==> config.mk <==
export PLATFORM = sky130hd
export DESIGN_NAME = armleocpu_axi_read_arbiter_flat
export DESIGN_NICKNAME = d
export VERILOG_FILES = /design/src/rtl/armleocpu_axi_read_arbiter_if.sv /design/src/rtl/armleocpu_axi_read_arbiter.sv /design/src/flat_wrapper.sv
export SDC_FILE = /design/constraint.sdc
export NUM_CORES = 1
export LEC_CHECK = 0
export CORE_AREA = 2 2 98 100
export CTS_CLUSTER_DIAMETER = 30
export CTS_CLUSTER_SIZE = 25
export DETAILED_ROUTE_END_ITERATION = 6
export DIE_AREA = 0 0 100 102
export MAX_ROUTING_LAYER = met4
export SLEW_MARGIN = 30
export SYNTH_ARGS = -nofsm -noshare
export SYNTH_HDL_FRONTEND = slang
export SYNTH_SLANG_ARGS = --single-unit
==> constraint.sdc <==
create_clock -name clk -period 3.03 [get_ports clk]
set_clock_uncertainty 0.15 [all_clocks]
set_input_delay 0.606 -clock clk [delete_from_list [all_inputs] [get_ports clk]]
set_output_delay 0.606 -clock clk [all_outputs]
set_load 0.01 [all_outputs]
==> src/rtl/armleocpu_axi_read_arbiter_if.sv <==
// armleocpu_axi_read_arbiter_if: AXI read address/data channel bundle.
// master drives AR and accepts R; slave accepts AR and drives R.
interface armleocpu_axi_read_arbiter_if #(
    parameter int ADDR_WIDTH = 34,
    parameter int DATA_WIDTH = 32
);
    logic                  arvalid;
    logic                  arready;
    logic [ADDR_WIDTH-1:0] araddr;
    logic [7:0]            arlen;
    logic [1:0]            arburst;
    logic                  rvalid;
    logic                  rready;
    logic [1:0]            rresp;
    logic                  rlast;
    logic [DATA_WIDTH-1:0] rdata;

    modport master (
        output arvalid, araddr, arlen, arburst, rready,
        input  arready, rvalid, rresp, rlast, rdata
    );

    modport slave (
        input  arvalid, araddr, arlen, arburst, rready,
        output arready, rvalid, rresp, rlast, rdata
    );
endinterface

==> src/rtl/armleocpu_axi_read_arbiter.sv <==
// armleocpu_axi_read_arbiter: shares one AXI read port between the PTW (u0) and
// cache refill (u1), one transaction in flight, round-robin on simultaneous requests.
module armleocpu_axi_read_arbiter (
    input  logic                                clk,
    input  logic                                rst_n,
    armleocpu_axi_read_arbiter_if.slave         u0,
    armleocpu_axi_read_arbiter_if.slave         u1,
    armleocpu_axi_read_arbiter_if.master        axi
);
    typedef enum logic [1:0] {IDLE, AR, R} state_t;

    state_t r_state;
    logic   r_grant;
    logic   r_last_grant;
    logic   w_ar;
    logic   w_r;

    // Held in reset every valid/ready output drops, whatever state is still registered
    assign w_ar = rst_n && (r_state == AR);
    assign w_r  = rst_n && (r_state == R);

    assign axi.arvalid = w_ar && (r_grant ? u1.arvalid : u0.arvalid);
    assign axi.araddr  = r_grant ? u1.araddr  : u0.araddr;
    assign axi.arlen   = r_grant ? u1.arlen   : u0.arlen;
    assign axi.arburst = r_grant ? u1.arburst : u0.arburst;
    assign u0.arready  = w_ar && !r_grant && axi.arready;
    assign u1.arready  = w_ar &&  r_grant && axi.arready;

    assign axi.rready  = w_r && (r_grant ? u1.rready : u0.rready);
    assign u0.rvalid   = w_r && !r_grant && axi.rvalid;
    assign u1.rvalid   = w_r &&  r_grant && axi.rvalid;
    assign u0.rresp    = axi.rresp;
    assign u1.rresp    = axi.rresp;
    assign u0.rlast    = axi.rlast;
    assign u1.rlast    = axi.rlast;
    assign u0.rdata    = axi.rdata;
    assign u1.rdata    = axi.rdata;

    always_ff @(posedge clk) begin
        if (!rst_n) begin
            r_state      <= IDLE;
            r_grant      <= 1'b0;
            r_last_grant <= 1'b1;
        end else begin
            case (r_state)
                IDLE: if (u0.arvalid || u1.arvalid) begin
                    r_grant <= (u0.arvalid && u1.arvalid) ? !r_last_grant : u1.arvalid;
                    r_state <= AR;
                end
                AR: if (axi.arvalid && axi.arready) r_state <= R;
                R: if (axi.rvalid && axi.rready && axi.rlast) begin
                    r_state      <= IDLE;
                    r_last_grant <= r_grant;
                end
                default: r_state <= IDLE;
            endcase
        end
    end
endmodule
==> src/flat_wrapper.sv <==
// flat-port wrapper written by rule: the top's interface ports become plain ports
module armleocpu_axi_read_arbiter_flat 
  (clk, rst_n, u0_arvalid, u0_araddr, u0_arlen, u0_arburst, u0_rready, u0_arready, u0_rvalid, u0_rresp, u0_rlast, u0_rdata, u1_arvalid, u1_araddr, u1_arlen, u1_arburst, u1_rready, u1_arready, u1_rvalid, u1_rresp, u1_rlast, u1_rdata, axi_arvalid, axi_araddr, axi_arlen, axi_arburst, axi_rready, axi_arready, axi_rvalid, axi_rresp, axi_rlast, axi_rdata);
  armleocpu_axi_read_arbiter_if u0_i ();
  armleocpu_axi_read_arbiter_if u1_i ();
  armleocpu_axi_read_arbiter_if axi_i ();
  input  logic clk;
  input  logic rst_n;
  input wire logic [$bits(u0_i.arvalid)-1:0] u0_arvalid;
  input wire logic [$bits(u0_i.araddr)-1:0] u0_araddr;
  input wire logic [$bits(u0_i.arlen)-1:0] u0_arlen;
  input wire logic [$bits(u0_i.arburst)-1:0] u0_arburst;
  input wire logic [$bits(u0_i.rready)-1:0] u0_rready;
  output wire logic [$bits(u0_i.arready)-1:0] u0_arready;
  output wire logic [$bits(u0_i.rvalid)-1:0] u0_rvalid;
  output wire logic [$bits(u0_i.rresp)-1:0] u0_rresp;
  output wire logic [$bits(u0_i.rlast)-1:0] u0_rlast;
  output wire logic [$bits(u0_i.rdata)-1:0] u0_rdata;
  input wire logic [$bits(u1_i.arvalid)-1:0] u1_arvalid;
  input wire logic [$bits(u1_i.araddr)-1:0] u1_araddr;
  input wire logic [$bits(u1_i.arlen)-1:0] u1_arlen;
  input wire logic [$bits(u1_i.arburst)-1:0] u1_arburst;
  input wire logic [$bits(u1_i.rready)-1:0] u1_rready;
  output wire logic [$bits(u1_i.arready)-1:0] u1_arready;
  output wire logic [$bits(u1_i.rvalid)-1:0] u1_rvalid;
  output wire logic [$bits(u1_i.rresp)-1:0] u1_rresp;
  output wire logic [$bits(u1_i.rlast)-1:0] u1_rlast;
  output wire logic [$bits(u1_i.rdata)-1:0] u1_rdata;
  output wire logic [$bits(axi_i.arvalid)-1:0] axi_arvalid;
  output wire logic [$bits(axi_i.araddr)-1:0] axi_araddr;
  output wire logic [$bits(axi_i.arlen)-1:0] axi_arlen;
  output wire logic [$bits(axi_i.arburst)-1:0] axi_arburst;
  output wire logic [$bits(axi_i.rready)-1:0] axi_rready;
  input wire logic [$bits(axi_i.arready)-1:0] axi_arready;
  input wire logic [$bits(axi_i.rvalid)-1:0] axi_rvalid;
  input wire logic [$bits(axi_i.rresp)-1:0] axi_rresp;
  input wire logic [$bits(axi_i.rlast)-1:0] axi_rlast;
  input wire logic [$bits(axi_i.rdata)-1:0] axi_rdata;
  assign u0_i.arvalid = u0_arvalid;
  assign u0_i.araddr = u0_araddr;
  assign u0_i.arlen = u0_arlen;
  assign u0_i.arburst = u0_arburst;
  assign u0_i.rready = u0_rready;
  assign u0_arready = u0_i.arready;
  assign u0_rvalid = u0_i.rvalid;
  assign u0_rresp = u0_i.rresp;
  assign u0_rlast = u0_i.rlast;
  assign u0_rdata = u0_i.rdata;
  assign u1_i.arvalid = u1_arvalid;
  assign u1_i.araddr = u1_araddr;
  assign u1_i.arlen = u1_arlen;
  assign u1_i.arburst = u1_arburst;
  assign u1_i.rready = u1_rready;
  assign u1_arready = u1_i.arready;
  assign u1_rvalid = u1_i.rvalid;
  assign u1_rresp = u1_i.rresp;
  assign u1_rlast = u1_i.rlast;
  assign u1_rdata = u1_i.rdata;
  assign axi_arvalid = axi_i.arvalid;
  assign axi_araddr = axi_i.araddr;
  assign axi_arlen = axi_i.arlen;
  assign axi_arburst = axi_i.arburst;
  assign axi_rready = axi_i.rready;
  assign axi_i.arready = axi_arready;
  assign axi_i.rvalid = axi_rvalid;
  assign axi_i.rresp = axi_rresp;
  assign axi_i.rlast = axi_rlast;
  assign axi_i.rdata = axi_rdata;
  armleocpu_axi_read_arbiter u_core (.clk(clk), .rst_n(rst_n), .u0(u0_i), .u1(u1_i), .axi(axi_i));
endmodule
==> results of run 1 <==
## power by group through the flow
stage	clock, mW	combinational [mW]	sequential [mW]
final	0.108	0.355	0.0603
after global routing	0.113	0.378	0.0606
after CTS	0.111	0.361	0.0601
after detailed placement	0	0.359	0.0609
after global placement	0	0.357	0.0606
after floorplan	0	0.214	0.0595
## metal layers
layer  part of all wire [%]  GRT usage, %
met2                     48          14.1
met1                     32          7.05
met4                    2.7          3.58
met5                      0             -
met3                     16          3.21
## placed cells by master (no fill, tap or decap), drive strengths merged, types with 2 or more instances in the layout
| master | count |
|---|---|
| mux2i | 2 |
| buf | 3 |
| clkdlybuf4s50 | 148 |
| nor2 | 5 |
| inv | 3 |
| nand2 | 3 |
| mux2 | 44 |
| nor3 | 4 |
| clkbuf | 3 |
| dfxtp | 4 |
## cell families (layout without fill, tap and decap cells)
kind of cell           Yosys count  after routing  synth area share [%]
buffers and inverters           79            157                  44.0
muxes                           46             46                  39.4
and+or+nand+nor                 16             16                  6.88
AOI/OAI and AO/OA                6              6                  3.63
DFF                              4              4                  6.12
## final cells by class
type	instances	share of cell area, %
multi-input cells	68	26.9
inverters	3	0.463
well taps	111	5.72
flip-flops and latches	4	3.35
clock buffers	3	1.70
repair buffers	151	61.9
## worst min path at each step
stage	cells past startpoint	to	slack (ps)	from
2_1_floorplan	1	u_core.r_state[0]$_SDFFE_PN0P_	370	u_core.r_state[1]$_SDFFE_PN0P_
6_report	1	u_core.r_state[0]$_SDFFE_PN0P_	410	u_core.r_state[1]$_SDFFE_PN0P_
3_3_place_gp	1	u_core.r_state[0]$_SDFFE_PN0P_	400	u_core.r_state[1]$_SDFFE_PN0P_
5_1_grt	1	u_core.r_state[0]$_SDFFE_PN0P_	460	u_core.r_state[1]$_SDFFE_PN0P_
4_1_cts	1	u_core.r_state[0]$_SDFFE_PN0P_	410	u_core.r_state[1]$_SDFFE_PN0P_
3_5_place_dp	1	u_core.r_state[0]$_SDFFE_PN0P_	410	u_core.r_state[1]$_SDFFE_PN0P_
## worst max-delay path: cells and delay by family
family	cells	cell delay, ps
and+or+nand+nor	3	480
buffers and inverters	2	1030
## metrics by stage
stage / cell area [um2] / instances / worst slack, ps / hold slack, ps / utilization, %
floorplan: 1310 / 151 / 1230 / 366 / -
global placement: 2390 / 337 / 164 / 399 / 26.2
detailed placement: 2390 / 337 / 146 / 409 / 26.2
CTS: 2430 / 340 / 130 / 415 / 26.7
global route: 2430 / 340 / 101 / 459 / 26.7
finish: 2430 / 340 / 150 / 409 / 26.7
## registers in the layout (all words and copies together) (netlist names)
| register | cells |
|---|---|
| u_core.r_state | 2 |
| u_core.r_grant | 1 |
| u_core.r_last_grant | 1 |
==> out/results.tsv, run 1 <==
stage	metric	value	unit
worst_setup_path	crit_required	2270	ps
logic_synthesis	synth_cell_types	20	
clock_network	cts.clk_slew.worst_paths	30	ps
worst_setup_path	endpoint	u1_arready	
logic_synthesis	synthCells	151	
pwr	ir_drop	117	uV
final_layout	multi_input_area	653	um2
logic_synthesis	yosysTopAreaCellShare	40.7	%
worst_setup_path	cpMostUsedCell	clkdlybuf4s50_1	
pwr	power_frac_comb	67.8	%
placement	place_hpwl	3880	um
floorplanning	die_h	102	um
worst_setup_path	critPathCaptureType	output pin	
timing	drv_slew	0	
logic_synthesis	synth_most_common_cell	buf_4	
final_layout	regArea	81.3	um2
drt	wire_per_inst	13.4	um
run	maxCapViolCount	0	
worst_setup_path	cp_max_fo	3	
timing	tns	0	ps
clock_network	cts_tree	yes	
grt	overflow	0	
worst_setup_path	cp.arrival	2120	ps
pwr	fin_total_pwr	0.524	mW
pwr	sw_frac_of_total	25.2	%
worst_setup_path	crit_chain	clkdlybuf4s50_1 -> nor2b_1 -> nand3_1 -> nor2_1 -> clkdlybuf4s50_1	
timing	finalHoldViolCount	0	
min_path	min_path_type	flip-flop to flip-flop	
drt	drtPass1Iterations	2	
floorplanning	dieWidth	100	um
drt	drc	0	
timing	rsz0062_at_grt	false	
floorplanning	initial_core_util	14.4	%
pwr	p_seq_share	11.5	%
drt	avgViaCountPerCell	3.82	
worst_setup_path	reg2reg_to	u_core.r_last_grant$_SDFFE_PN1P_	
logic_synthesis	yosysSeqAreaShare	6.12	%
grt	grt_pass1_wl	6080	um
clock_network	clkSinkCount	4	
timing	worstMarginPinSlew	412	ps
clock_network	cts_setup_buffers	0	
logic_synthesis	yosysTopAreaCell	buf_4	
drt	vias	1298	
timing	maxSlewHeadroom	72.5	%
grt	antenna_found_initial	0	
drt	ant_nets	0	
placement	port_buffers	148	
clock_network	cts-root-buf	clkbuf_8	
logic_synthesis	ys_ff_latch	4	
timing	period_minus_slack	2880	ps
clock_network	clk_latency	210	ps
clock_network	cts_max_level	1	
clock_network	cts_resized	0	
grt	globalRouteTotalUtil	7.75	%
timing	fin_crit_sh	95.1	%
pwr	internal-power	0.392	mW
status	status	complete, no violations	
worst_setup_path	crit_path_start	rst_n	
pwr	pwr-share-clk	20.7	%
final_layout	fin_nets	362	
worst_setup_path	crit_path_start_kind	input pin	
worst_setup_path	cpMaxStageDelayCell	clkdlybuf4s50_1	
worst_setup_path	r2r_slack	1440	ps
pwr	p_leak	0.876	nW
logic_synthesis	yosysWarnings	0	
worst_setup_path	path_class	input pin to output pin	
floorplanning	fp-row-count	35	
final_layout	nFillCells	989	
pwr	p_sw	0.132	mW
worst_setup_path	max_stage_delay	550	ps
clock_network	cts_hold_buf	0	
placement	routabilityCongestion	0.600	
floorplanning	core	0.00911	mm2
grt	grt_max_degree	33	
pwr	power_density	216	mW/mm2
timing	fmax	347	MHz
logic_synthesis	syn_avg_cell_area	8.67	um2
logic_synthesis	synth_common_cells	71 x buf_4, 44 x mux2_2, 5 x nor2_1	
final_layout	diodes	0	
floorplanning	pin_count	251	
clock_network	cts_buffers	3	
logic_synthesis	async_reset_ff_share	0	%
logic_synthesis	synth-main-ff-cell	dfxtp_1	
grt	grt_pass1_vias	1281	
floorplanning	die_area	0.0102	mm2
final_layout	area_growth_syn_to_layout	85.7	%
final_layout	drive_above_1_share	23.1	%
worst_setup_path	r2r_start	u_core.r_grant$_SDFFE_PN0P_	
logic_synthesis	ys_top_cells_by_area	buf_4 41%, mux2_2 38%, dfxtp_1 6.1%, buf_2 1.5%, mux2i_1 1.5%	
worst_setup_path	ff2ff_path_depth	4	
logic_synthesis	synth_nets	282	
drt	drt_iter0_drc	1	
logic_synthesis	netlist_area	0.00131	mm2
timing	setup_viol	0	
clock_network	ctsLongestPathBuffers	2	
drt	routed_wirelength	4560	um
logic_synthesis	synth_edf_count	0	
No activity file was read; power rests on OpenSTA's default activity.
==> run 2, diff against run 1 <==
--- a/config.mk
+++ b/config.mk
@@ -10,6 +10,7 @@
 export CTS_CLUSTER_SIZE = 25
 export DETAILED_ROUTE_END_ITERATION = 6
 export DIE_AREA = 0 0 100 102
+export GPL_TIMING_DRIVEN = 0
 export MAX_ROUTING_LAYER = met4
 export SLEW_MARGIN = 30
 export SYNTH_ARGS = -nofsm -noshare
==> out/results.tsv, run 2 (synthesis results as in run 1) <==
stage	metric	value	unit
placement	port_buffers	216	
final_layout	final_cells	481	
grt	antenna_found_initial	0	
clock_network	cts_setup_buffers	0	
final_layout	area_growth_syn_to_layout	179	%
floorplanning	core	0.00911	mm2
run	maxCapViolCount	0	
worst_setup_path	cp.arrival	2130	ps
clock_network	cts-root-buf	clkbuf_8	
grt	use_met2	20.1	%
grt	globalRouteTotalUtil	10.5	%
drt	routed_wirelength	6300	um
final_layout	post-route-util	40.1	%
floorplanning	fp-row-count	35	
clock_network	clkSinkCount	4	
placement	placed_cell_area	0.00361	mm2
drt	vias	1813	
placement	dp.cells	478	
clock_network	ctsLongestPathBuffers	2	
clock_network	cts_buffers	3	
drt	wire_per_inst	13.1	um
timing	setup_viol	0	
clock_network	cts_max_level	1	
floorplanning	dieWidth	100	um
clock_network	cts_resized	0	
worst_setup_path	crit_required	2270	ps
timing	drv_slew	0	
pwr	power_density	196	mW/mm2
floorplanning	initial_core_util	14.4	%
grt	grt_pass1_wl	8290	um
worst_setup_path	path_class	input pin to output pin	
timing	fmax	346	MHz
final_layout	largest_reg_flops	2	
grt	grt_pass1_vias	1796	
final_layout	layout_common_cells	215 x clkdlybuf4s50_1, 71 x buf_4, 44 x mux2_2	
worst_setup_path	cp_max_fo	3	
clock_network	cts.clk_slew.worst_paths	30	ps
final_layout	drive_above_1_share	34.1	%
grt	overflow	0	
floorplanning	die_area	0.0102	mm2
final_layout	final_area	0.00366	mm2
pwr	p_leak	1.51	nW
clock_network	cts_tree	yes	
grt	grt_max_degree	11	
final_layout	diodes	0	
worst_setup_path	critPathCaptureType	output pin	
clock_network	clk_latency	220	ps
timing	worstMarginPinSlew	297	ps
timing	period_minus_slack	2890	ps
timing	rsz0062_at_grt	false	
timing	fin_crit_sh	95.4	%
clock_network	cts_hold_buf	0	
final_layout	reg_top3	u_core.r_state (2), u_core.r_grant (1), u_core.r_last_grant (1)	
worst_setup_path	crit_path_start_kind	input pin	
grt	grt_use_met1	11.1	%
timing	maxSlewHeadroom	79.6	%
grt	grt.met3_usage	2.87	%
floorplanning	die_h	102	um
drt	drt_iter0_drc	9	
final_layout	fin_nets	503	
final_layout	regMostFlops	u_core.r_state	
min_path	min_path_type	flip-flop to flip-flop	
final_layout	layout_commonest_cell	clkdlybuf4s50_1	
drt	drtPass1Iterations	2	
timing	finalHoldViolCount	0	
placement	routabilityCongestion	0.750	
drt	drc	0	
drt	avgViaCountPerCell	3.77	
drt	ant_nets	0	
timing	tns	0	ps
grt	grt_busiest_layer	met2	
floorplanning	pin_count	251	
pwr	ir_drop	168	uV
placement	place_hpwl	5700	um
status	status	complete, no violations	
run 2: cell count changes in the layout (fill, tap and decap cells not counted), sizes merged:
cell | previous run | this run
clkdlybuf4s50 | 148 | 215
dlymetal6s2s | 0 | 1
buf | 3 | 76
run 2: power by group:
part / switching, mW / internal (mW)
Sequential: 0.00378 / 0.0561
Combinational: 0.160 / 0.386
Clock: 0.0261 / 0.0845
run 2: layout make-up:
type	instances	area (um2)
Buffer	76	564
Fill cell	910	5450
Multi-Input combinational cell	68	656
Inverter	3	11.3
Timing Repair Buffer	216	2160
Clock buffer	3	41.3
Tap cell	111	139
Sequential cell	4	80.1
run 2: per-layer routing:
metal	wire, um	vias up
met5	0	-
met4	12	0
met3	707	2
met2	3330	147
met1	2240	784
li1	-	880
run 2: worst paths after layout:
path / cells past startpoint / slack [ps] / from / end
hold reg to reg: 2 / 420 / u_core.r_last_grant$_SDFFE_PN1P_ / u_core.r_last_grant$_SDFFE_PN1P_
setup / recovery: 5 / 140 / rst_n / u0_arready
setup reg to reg: 5 / 1590 / u_core.r_grant$_SDFFE_PN0P_ / u_core.r_state[0]$_SDFFE_PN0P_
hold / removal: 2 / 420 / u_core.r_last_grant$_SDFFE_PN1P_ / u_core.r_last_grant$_SDFFE_PN1P_
run 2: through the flow:
step	worst slack, ps	hold WS [ps]	power (mW)
2_1_floorplan	1230	366	0.274
3_3_place_gp	91.7	387	0.609
3_5_place_dp	67.9	421	0.612
4_1_cts	50.2	429	0.729
5_1_grt	31.5	466	0.758
6_report	141	423	0.717
run 2: worst max-delay path, cell delays in order:
cell and delay, ps:
clkdlybuf4s50_1 550, nor2b_2 180, nand3_1 140, nor2_1 120
clkdlybuf4s50_1 540
==> run 3, diff against run 2 <==
==> constraint.sdc (replaced) <==
create_clock -name clk -period 3.03 [get_ports clk]
set_clock_uncertainty 0.15 [all_clocks]
set_input_delay 0.606 -clock clk [delete_from_list [all_inputs] [get_ports clk]]
set_output_delay 0.606 -clock clk [all_outputs]
set_load 0.02 [all_outputs]
==> out/results.tsv, run 3 (synthesis results as in run 1) <==
stage	metric	value	unit
timing	setup_slack	141	ps
final_layout	layout_commonest_cell	clkdlybuf4s50_1	
grt	globalRouteTotalUtil	10.5	%
worst_setup_path	r2r_start	u_core.r_grant$_SDFFE_PN0P_	
final_layout	final_cells	481	
drt	drt_iter0_drc	14	
clock_network	cts_max_level	1	
clock_network	cts-root-buf	clkbuf_8	
placement	routabilityCongestion	0.750	
placement	dp.cells	478	
final_layout	diodes	0	
worst_setup_path	ff2ff_path_depth	5	
pwr	p_leak	1.52	nW
drt	drc	0	
floorplanning	initial_core_util	14.4	%
final_layout	reg_top3	u_core.r_state (2), u_core.r_grant (1), u_core.r_last_grant (1)	
drt	avgViaCountPerCell	3.78	
final_layout	fin_nets	503	
clock_network	ctsLongestPathBuffers	2	
floorplanning	core	0.00911	mm2
drt	drtPass1Iterations	3	
clock_network	cts_tree	yes	
floorplanning	dieWidth	100	um
worst_setup_path	cp.arrival	2130	ps
floorplanning	die_h	102	um
timing	setup_viol	0	
pwr	power_density	218	mW/mm2
worst_setup_path	r2r_slack	1590	ps
timing	worstMarginPinSlew	297	ps
grt	antenna_found_initial	0	
grt	grt_pass1_wl	8290	um
worst_setup_path	path_class	input pin to output pin	
floorplanning	pin_count	251	
final_layout	regMostFlops	u_core.r_state	
clock_network	cts_setup_buffers	0	
drt	vias	1820	
worst_setup_path	reg2reg_to	u_core.r_state[0]$_SDFFE_PN0P_	
min_path	min_path_type	flip-flop to flip-flop	
clock_network	clk_latency	210	ps
final_layout	largest_reg_flops	2	
timing	fmax	346	MHz
final_layout	final_area	0.00365	mm2
grt	overflow	0	
timing	period_minus_slack	2890	ps
grt	grt_pass1_vias	1796	
worst_setup_path	critPathCaptureType	output pin	
final_layout	area_growth_syn_to_layout	179	%
grt	grt_max_degree	11	
run	maxCapViolCount	0	
worst_setup_path	cp_max_fo	3	
floorplanning	die_area	0.0102	mm2
min_path	min_to	u_core.r_last_grant$_SDFFE_PN1P_	
placement	placed_cell_area	0.00361	mm2
placement	place_ws	-0.0673	ps
timing	drv_slew	0	
drt	routed_wirelength	6300	um
min_path	min_from	u_core.r_last_grant$_SDFFE_PN1P_	
worst_setup_path	crit_path_start_kind	input pin	
clock_network	cts_buffers	3	
clock_network	cts.clk_slew.worst_paths	30	ps
drt	wire_per_inst	13.1	um
status	status	complete, no violations	
drt	ant_nets	0	
timing	tns	0	ps
final_layout	drive_above_1_share	33.8	%
timing	finalHoldViolCount	0	
clock_network	clkSinkCount	4	
min_path	min_path_cells	2	
timing	maxSlewHeadroom	79.6	%
pwr	ir_drop	170	uV
placement	place_hpwl	5700	um
timing	fin_crit_sh	95.3	%
floorplanning	fp-row-count	35	
worst_setup_path	crit_required	2270	ps
final_layout	layout_common_cells	214 x clkdlybuf4s50_1, 71 x buf_4, 44 x mux2_2	
timing	rsz0062_at_grt	false	
placement	port_buffers	216	
-- run 3: cell types whose count changed in the layout (fill, tap and decap cells not counted) --
cell	before	now
dlygate4sd2_1	0	1
nor2b_2	1	0
clkdlybuf4s50_1	215	214
nor2b_1	0	1
-- run 3: how the worst max path moves through the flow --
stage	slack, ps	cells past startpoint	startpoint	endpoint
detailed placement	-0.07	5	rst_n	u1_arready
global placement	20	5	rst_n	u1_arready
floorplan	1100	4	u_core.r_grant$_SDFFE_PN0P_	u1_rvalid
CTS	30	5	rst_n	u0_arready
global route	70	4	rst_n	u0_rvalid
finish	140	5	rst_n	axi_arvalid
-- run 3: power by group --
part / switching (mW) / internal (mW) / leakage (nW) / total (mW)
registers: 0.00374 / 0.0561 / 0.0328 / 0.0598
logic: 0.238 / 0.386 / 1.46 / 0.625
clock network: 0.0256 / 0.0845 / 0.0216 / 0.110
-- run 3: repair_timing --
item,in CTS,in global routing
gates resized for setup,1,1
hold buffers,0,0
pin swaps,0,0
setup endpoints to repair,1,1
-- run 3: per-layer routing --
layer	vias up	global-route usage, %	share of wire (%)
met5	-	-	0
met4	0	1.26	0.19
met3	2	2.87	11
met2	147	20.1	53
met1	791	11.1	36
li1	880	-	-
-- run 3: final cells by class --
cell class                      instances  area (um2)
Multi-Input combinational cell         68         653
Timing Repair Buffer                  216        2160
Inverter                                3        11.3
Clock buffer                            3        41.3
Tap cell                              111         139
Sequential cell                         4        80.1
Fill cell                             912        5460
Buffer                                 76         564
-- run 3: critical path: stages --
cell and delay [ps]:
clkdlybuf4s50_1 550, nor2b_1 200, nand2_1 70, nor2_1 110, clkdlybuf4s50_1 610
-- run 3: per-stage QoR --
| stage | power (mW) | utilization (%) | hold WS (ps) |
|---|---|---|---|
| after floorplan | 0.354 | - | 366 |
| after global placement | 0.688 | 39.6 | 387 |
| after detailed placement | 0.691 | 39.6 | 421 |
| after CTS | 0.807 | 40.1 | 429 |
| after global routing | 0.835 | 40.1 | 466 |
| final | 0.794 | 40.1 | 424 |
==> edit (settings of run 2) <==
Encoding of `state_t`: now one-hot (3 bits for 3 states).
--- a/src/rtl/armleocpu_axi_read_arbiter.sv
+++ b/src/rtl/armleocpu_axi_read_arbiter.sv
@@ -7,7 +7,7 @@
     armleocpu_axi_read_arbiter_if.slave         u1,
     armleocpu_axi_read_arbiter_if.master        axi
 );
-    typedef enum logic [1:0] {IDLE, AR, R} state_t;
+    typedef enum logic [2:0] {IDLE = 3'b001, AR = 3'b010, R = 3'b100} state_t;
 
     state_t r_state;
     logic   r_grant;
Function: same outputs for any inputs over 10 cycles, from zero or initial values and one cycle with rst_n low; not proved beyond that.
==> edit against run 2 <==
Register-to-register slack better by 0.02 ns. Wire length is 4.1% higher. Synthesized area is 6.1% higher. Sequential cell count is 1 higher. Power is 7.7% higher. Worst setup slack better by 0.21 ns. Final area is 2.7% higher. Sequential power is 27% higher. Critical path type unchanged. Highest routed layer unchanged.
==> edit: results (changes against run 2) <==
** Synthesis
- Syn Nets :: 289 (was 282)
- Sequential area share after synthesis :: 7.207% (was 6.119%)
- XOR/XNOR share of the synthesized area :: 0% (unchanged)
- The compound-cell area share of the yosys netlist came to 2.883% (was 3.633%).
- The mean cell area of the mapped netlist is 8.790 um2 (was 8.667 um2).
- Cells taking the most area after synthesis: buf_4, mux2_2, dfxtp_1 (unchanged).
- Leading cell types by count after synthesis :: buf_4, mux2_2, dfxtp_1, nand2_1, nor2_1 (was buf_4, mux2_2, nor2_1)
- The fraction of synthesized area in multiplexers came to 38.74% (was 39.39%).

** Routing
- Length of the first detailed-routing pass in iterations :: 4 (was 2)
- First DRT Iteration DRCs :: 11 (was 9)
- The detail-routed net length per standard cell was 13.40 um (was 13.09 um).
- Routed vias/inst :: 3.828 (was 3.769)

** Pwr
- Worst-case vdd ir drop :: 0.00009323 V (was 0.0001685 V)
- Leakage power figure :: 1.517 nW (was 1.514 nW)

** Layout
- Registers with the most flip-flops :: u_core.r_state x3, u_core.r_grant x1, u_core.r_last_grant x1 (was u_core.r_state x2, u_core.r_grant x1, u_core.r_last_grant x1)
- The proportion of layout cells with a drive suffix above 1 is 33.86% (was 34.05%).
- Net total in the final layout :: 510 (was 503)
- The number of inserted diodes is 0 (unchanged).

** Placed design
- The worst-case setup slack after placement is 0.03102 ns (was 0.06787 ns).
- The final weighted congestion in routability-driven placement came to 0.7894 (was 0.7498).
- The post-detailed-placement half-perimeter wirelength is 5820 um (was 5697 um).
- Instance area after placement :: 3690 um2 (was 3610 um2)

** Critical path
- Worst endpoint data arrival time :: 1.93 ns (was 2.13 ns)
- Max FO, Critical Path :: 4 (was 3)
- The delay of the slowest critical-path stage is 0.53 ns (was 0.55 ns).

** Global routing
- The via count of the first global-routing pass is 1806 (was 1796).
- Initial antenna violation count :: 0 (unchanged)
- The global-route usage over all layers came to 11.07% (was 10.48%).
- Wire length of the first global-routing pass :: 8776 um (was 8293 um)

** Status
- Result of the run: completed (unchanged).

** Timing
- Worst max-slew margin expressed relative to the limit :: 79.83% (was 79.62%)
edit: layer usage:
metal / wire, um / global-route usage (%) / up-vias / share of wire, %
met2: 3418 / 20.22 / 133 / 52
met5: 0 / - / - / 0
li1: - / - / 905 / -
met3: 751 / 3.352 / 4 / 11
met1: 2338 / 11.81 / 830 / 36
met4: 45 / 2.529 / 0 / 0.69
edit: cells by family after synthesis:
group / count (synthesis)
buffers and inverters: 78
multiplexers: 47
AND/OR/NAND/NOR: 22
AO/OA/AOI/OAI: 6
flip-flops: 5
edit: worst paths after layout:
path / startpoint / to / slack [ns] / cells after the start
min: u_core.r_last_grant / u_core.r_last_grant / 0.36 / 2
max reg2reg: u_core.r_grant / u_core.r_state[0] / 1.61 / 5
max: u0_arvalid / axi_arvalid / 0.35 / 4
min reg2reg: u_core.r_last_grant / u_core.r_last_grant / 0.36 / 2
edit: worst min-delay path, cell delays in order, from the launching register on:
cell     delay (ns)
dfxtp_1        0.34
mux2i_1        0.07
nand2_1        0.06
edit: where the power goes:
group / internal [W] / switching (W) / total (W)
registers: 0.0000707 / 0.00000538 / 0.0000761
logic: 0.000399 / 0.000169 / 0.000568
clock network: 0.0000907 / 0.0000375 / 0.000128
total: 0.000560 / 0.000212 / 0.000772
edit: cell type report:
cell class	count	area [um2]
Tap cell	111	138.9
Clock buffer	4	45.04
Multi-Input combinational cell	75	726.9
Inverter	2	7.507
Fill cell	903	5355
Buffer	76	570.5
Timing Repair Buffer	216	2165
Sequential cell	5	100.1
edit: metrics by stage:
step | power, W | util, % | std cells
3_3_place_gp | 0.0006436 | 40.51 | 485
2_1_floorplan | 0.0003064 | - | 158
5_1_grt | 0.0008144 | 41.21 | 489
6_report | 0.0007721 | 41.21 | 489
4_1_cts | 0.0007785 | 41.00 | 489
3_5_place_dp | 0.0006469 | 40.51 | 485
